===== src/rtl/reg_file_pkg.sv =====
// Shared register-file constants and types.
// Latency: n/a (types only).
// Backpressure: n/a.
package reg_file_pkg;

    localparam int RF_ADDR_WIDTH = 5;
    localparam int RF_DATA_WIDTH = 32;

    typedef logic [RF_ADDR_WIDTH-1:0] rf_addr_t;
    typedef logic [RF_DATA_WIDTH-1:0] rf_data_t;

endpackage


===== src/rtl/reg_file_rd_port.sv =====
// Read port: combinational 2**ADDR_WIDTH:1 mux over the storage array.
// Latency: zero cycles, output follows rd_addr within the same cycle.
// Backpressure: none, always ready.
module reg_file_rd_port
    import reg_file_pkg::*;
#(
    parameter int ADDR_WIDTH = RF_ADDR_WIDTH,
    parameter int DATA_WIDTH = RF_DATA_WIDTH
) (
    input  logic [(2**ADDR_WIDTH)-1:0][DATA_WIDTH-1:0] mem,
    input  logic [ADDR_WIDTH-1:0]                      rd_addr,
    output logic [DATA_WIDTH-1:0]                      rd_data
);

    always_comb begin
        rd_data = '0;
        rd_data = mem[rd_addr];
    end

endmodule


===== src/rtl/reg_file.sv =====
// 2R1W register file, entries cleared by async reset; entry 0 is ordinary storage.
// Latency: reads combinational, write visible from the rising edge onward (no bypass).
// Backpressure: none, one write accepted every cycle wr_en is high.
module reg_file
    import reg_file_pkg::*;
#(
    parameter int ADDR_WIDTH = RF_ADDR_WIDTH,
    parameter int DATA_WIDTH = RF_DATA_WIDTH
) (
    input  logic                  clk,
    input  logic                  rst_n,
    input  logic [ADDR_WIDTH-1:0] rd_addr1,
    output logic [DATA_WIDTH-1:0] rd_data1,
    input  logic [ADDR_WIDTH-1:0] rd_addr2,
    output logic [DATA_WIDTH-1:0] rd_data2,
    input  logic [ADDR_WIDTH-1:0] wr_addr,
    input  logic [DATA_WIDTH-1:0] wr_data,
    input  logic                  wr_en
);

    localparam int DEPTH = 2**ADDR_WIDTH;

    logic [DEPTH-1:0][DATA_WIDTH-1:0] mem_q;
    logic [DEPTH-1:0][DATA_WIDTH-1:0] mem_d;

    always_comb begin
        mem_d = mem_q;
        if (wr_en) begin
            mem_d[wr_addr] = wr_data;
        end
    end

    // Reset holds the array at zero, so reads return 0 and writes are dropped while low.
    always_ff @(posedge clk or negedge rst_n) begin
        if (!rst_n) begin
            mem_q <= '0;
        end else begin
            mem_q <= mem_d;
        end
    end

    reg_file_rd_port #(
        .ADDR_WIDTH (ADDR_WIDTH),
        .DATA_WIDTH (DATA_WIDTH)
    ) u_rd_port1 (
        .mem     (mem_q),
        .rd_addr (rd_addr1),
        .rd_data (rd_data1)
    );

    reg_file_rd_port #(
        .ADDR_WIDTH (ADDR_WIDTH),
        .DATA_WIDTH (DATA_WIDTH)
    ) u_rd_port2 (
        .mem     (mem_q),
        .rd_addr (rd_addr2),
        .rd_data (rd_data2)
    );

endmodule


===== config.mk =====
export PLATFORM = sky130hd
export DESIGN_NAME = reg_file
export DESIGN_NICKNAME = d
export VERILOG_FILES = /design/src/rtl/reg_file_pkg.sv /design/src/rtl/reg_file_rd_port.sv /design/src/rtl/reg_file.sv
export SDC_FILE = /design/constraint.sdc
export NUM_CORES = 2
export LEC_CHECK = 0
export ABC_AREA = 1
export BUFFER_PORTS_ARGS = -buffer_cell sky130_fd_sc_hd__buf_2
export CAP_MARGIN = 10
export CORE_UTILIZATION = 43
export CTS_CLUSTER_SIZE = 20
export DETAILED_ROUTE_END_ITERATION = 8
export PLACE_DENSITY = 0.56
export SLEW_MARGIN = 10
export SYNTH_ARGS = -nofsm -noshare
export SYNTH_HDL_FRONTEND = slang
export SYNTH_SLANG_ARGS = --single-unit

===== constraint.sdc =====
create_clock -name clk -period 4.76 [get_ports clk]
set_input_delay 0.476 -clock clk [delete_from_list [all_inputs] [get_ports clk]]
set_output_delay 0.476 -clock clk [all_outputs]
set_load 0.03 [all_outputs]

==> summary.txt <==
Outcome
  • Status: completed

Final layout
  • Max reg flops: 1024
  • Final Cell Area: 0.06232 mm2
  • Final core occ: between 40% and 50%
  • Antenna diodes: 0
  • Net count reported at finish: 7992
  • Layout area overhead: 10.31%
  • Share of layout cells above drive strength 1: 6.242%
  • Regs by FF count: mem_q: 1024 flops
  • # fillers: 13070
  • Largest Register: mem_q

Yosys
  • Post-synth EDFFs: 0
  • Synth Cell Area: about 0.056 mm2
  • Largest family of logic cells by synthesized area: simple AND/OR/NAND/NOR gates
  • Avg Cell Area, Syn: ~6.8 um2
  • Post-synthesis xor/xnor area fraction: 0%
  • Synth Area in Compound Gates: 9.071%
  • #FFs+latches synth: 1024
  • Post-synthesis adder-cell area fraction: 0%
  • FFs w/ async S/R, synth: 100.0%
  • Post-Syn Instances: 8309
  • Synth top area cells: dfrtp_1, nand2_1, nand3_1
  • Yosys cell types: 18
  • Largest area contributor in the netlist: dfrtp_1
  • Register area share after synthesis: between 40% and 50%
  • Top FF cell, synth: dfrtp_1
  • Post-synthesis mux area share: 0%
  • Post-synth top cells: nand2_1, nand3_1, dfrtp_1
  • Ys Warns: 0
  • Most frequent cell after synthesis: nand2_1
  • Syn Nets: 8359
  • Synth top area share: 45.36%
  • Simple-gate area share of the yosys netlist: 40.11%

STA
  • Slew Limit Fails: 0
  • Hold Worst Slack: 0.3248 ns
  • Final TNS setup: 0 ns
  • RSZ-0062 raised after global routing: no
  • Max Freq: just under 300 MHz
  • Clock skew: 0 ns
  • Headroom to the max-slew limit: around 19%
  • Final setup viols: 0
  • Tmin final: 3.430 ns
  • Final Hold Vio Count: 0
  • Actual slew at the worst max-slew pin: approximately 1.2 ns
  • Final period util: between 70% and 80%

Clock network
  • Reg clk slew, reported paths: 0.05 ns
  • Post-CTS Setup Repair Bufs: 0
  • Clock sinks: 1024
  • CTS tree: built
  • Clock buffer depth: 3
  • H-tree levels: 3
  • CTS Hold Bufs: 1
  • TritonCTS Buffers: 121
  • Worst-Skew Late Latency: roughly 0.74 ns
  • Root buffer cell: clkbuf_16
  • PostCTS Resize Cnt: 0

Worst setup path
  • WS Path Type: input pin to output pin
  • Worst path bufs/invs: 3
  • Crit-path cells: buf_8, buf_12, nand2_1, nand3_1, nand3_1, nand2_1, nand2_1, nand2_1, nand2_1, nand2_1, buf_2
  • Required time of the critical path: 4.28 ns
  • Cell repeated most along the worst path: nand2_1
  • Crit path capture type: output pin
  • CP max stage delay: 0.55 ns
  • CP top delay family: buffers and inverters
  • CP max FO: 154
  • Critical path arrival: 2.95 ns
  • Startpoint types: input pin
  • Crit path max-delay cell type: buf_12

Power
  • Clk pwr share: between 30% and 40%
  • Flop pwr share: 43.6%
  • Switching share of power: 32.30%
  • Combinational fraction of design power: 19.4%
  • Worst IR drop on VDD: 0.0002796 V
  • Tot Pwr: 26.96 mW
  • Leak: 29.92 nW
  • Pint: 18.25 mW
  • NetSw: 8.709 mW
  • Pwr dens: 432.7 mW/mm2

Detailed routing
  • Detailed-route via count: 56270
  • Post-route DRC: 0
  • Initial drt markers: ~6300
  • Detailed Routing Iterations Pass 1: 6
  • WL/cell: 23.21 um
  • Vias per Instance: 5.752
  • Wirelength, routed: around 230 mm
  • Final ANT Viol Nets: 0

Global route
  • Largest net degree at the start of global routing: 164
  • GRT Overall Usage: 33.94%
  • Antenna violations before repair: 5
  • GR Overflow Total: 0
  • First-pass GRT wire length: 341.7 mm
  • Vias in the first global route: 52910

Place
  • Buffers on Ports: 113
  • GPL Wtd Cong: 0.8431
  • Post-DP HPWL: 116.2 mm
  • Placement Cell Area: 0.05807 mm2

Floorplanning
  • Die height: 364.5 um
  • Die footprint: about 0.13 mm2
  • Rows: about 130
  • Core area: between 0.1 and 0.15 mm2
  • Starting Density: a little over two fifths
  • Die Span X: between 300 and 400 um
  • Io pins: 114

Min path
  • Class of the worst hold path: input pin to asynchronous set/reset pin

Job
  • Total of max-cap violations: 0
==> routing by layer <==
layer  global-route usage (%)  vias to the layer above  share of wire, %
li1                         -                    26250                 -
met1                    45.82                    26960                42
met2                    55.29                     2586                46
met3                    4.450                      467               7.9
met4                    13.21                        8               3.8
met5                        0                        -             0.027
==> final timing paths <==
| check | startpoint | end | slack, ns | depth (start not counted) |
|---|---|---|---|---|
| max in group asynchronous | rst_n | mem_q[617] | 3.16 | 4 |
| hold / removal | rst_n | mem_q[68] | 0.32 | 2 |
| min in group clk | wr_addr[0] | mem_q[321] | 0.41 | 4 |
| hold reg to reg | mem_q[243] | mem_q[243] | 0.51 | 2 |
| setup reg to reg | mem_q[578] | mem_q[578] | 3.98 | 2 |
| setup / recovery | rd_addr2[0] | rd_data2[29] | 1.33 | 11 |
==> power groups by stage <==
stage | sequential (mW) | clock [mW] | combinational [mW]
final | 11.8 | 9.95 | 5.24
after global routing | 12.0 | 10.4 | 5.99
after CTS | 11.7 | 10.1 | 5.22
after detailed placement | 11.9 | 0 | 5.21
after global placement | 11.8 | 0 | 5.10
after floorplan | 11.5 | 0 | 3.80
==> cell usage in the layout, fill, tap and decap left out, types with 5 or more instances in the layout <==
master,count
o21ai_1,71
clkbuf_16,125
a21oi_1,160
nand2_1,3744
clkbuf_8,32
clkbuf_1,17
nand3_1,1536
nor2_1,160
inv_1,33
clkinv_2,26
clkinvlp_4,6
buf_4,79
dfrtp_1,1024
buf_12,43
bufinv_16,13
buf_8,5
nand2_4,27
o21ai_0,793
inv_2,12
buf_2,104
nor2_4,5
nor3_2,9
==> cell families after synthesis <==
group,count (synthesis)
and+or+nand+nor,5484
AOI/OAI and AO/OA,1024
DFF,1024
buffers and inverters,777
==> metrics by stage <==
step	worst slack (ns)	cells
floorplan	2.429	8309
global placement	1.444	9560
detailed placement	1.410	9560
CTS	1.480	9784
global route	1.308	9784
finish	1.330	9784
==> final cells by class <==
| class | count | area [um2] | area share [%] |
|---|---|---|---|
| multi-input combinational | 6508 | 27950 | 44.86 |
| timing repair buffer | 234 | 2082 | 3.341 |
| clock inverter | 49 | 600.6 | 0.9637 |
| clock buffer | 174 | 3632 | 5.829 |
| tap | 1742 | 2180 | 3.498 |
| inverter | 53 | 244.0 | 0.3915 |
| sequential | 1024 | 25620 | 41.12 |
Note: power is estimated with default switching activity, not from simulation.
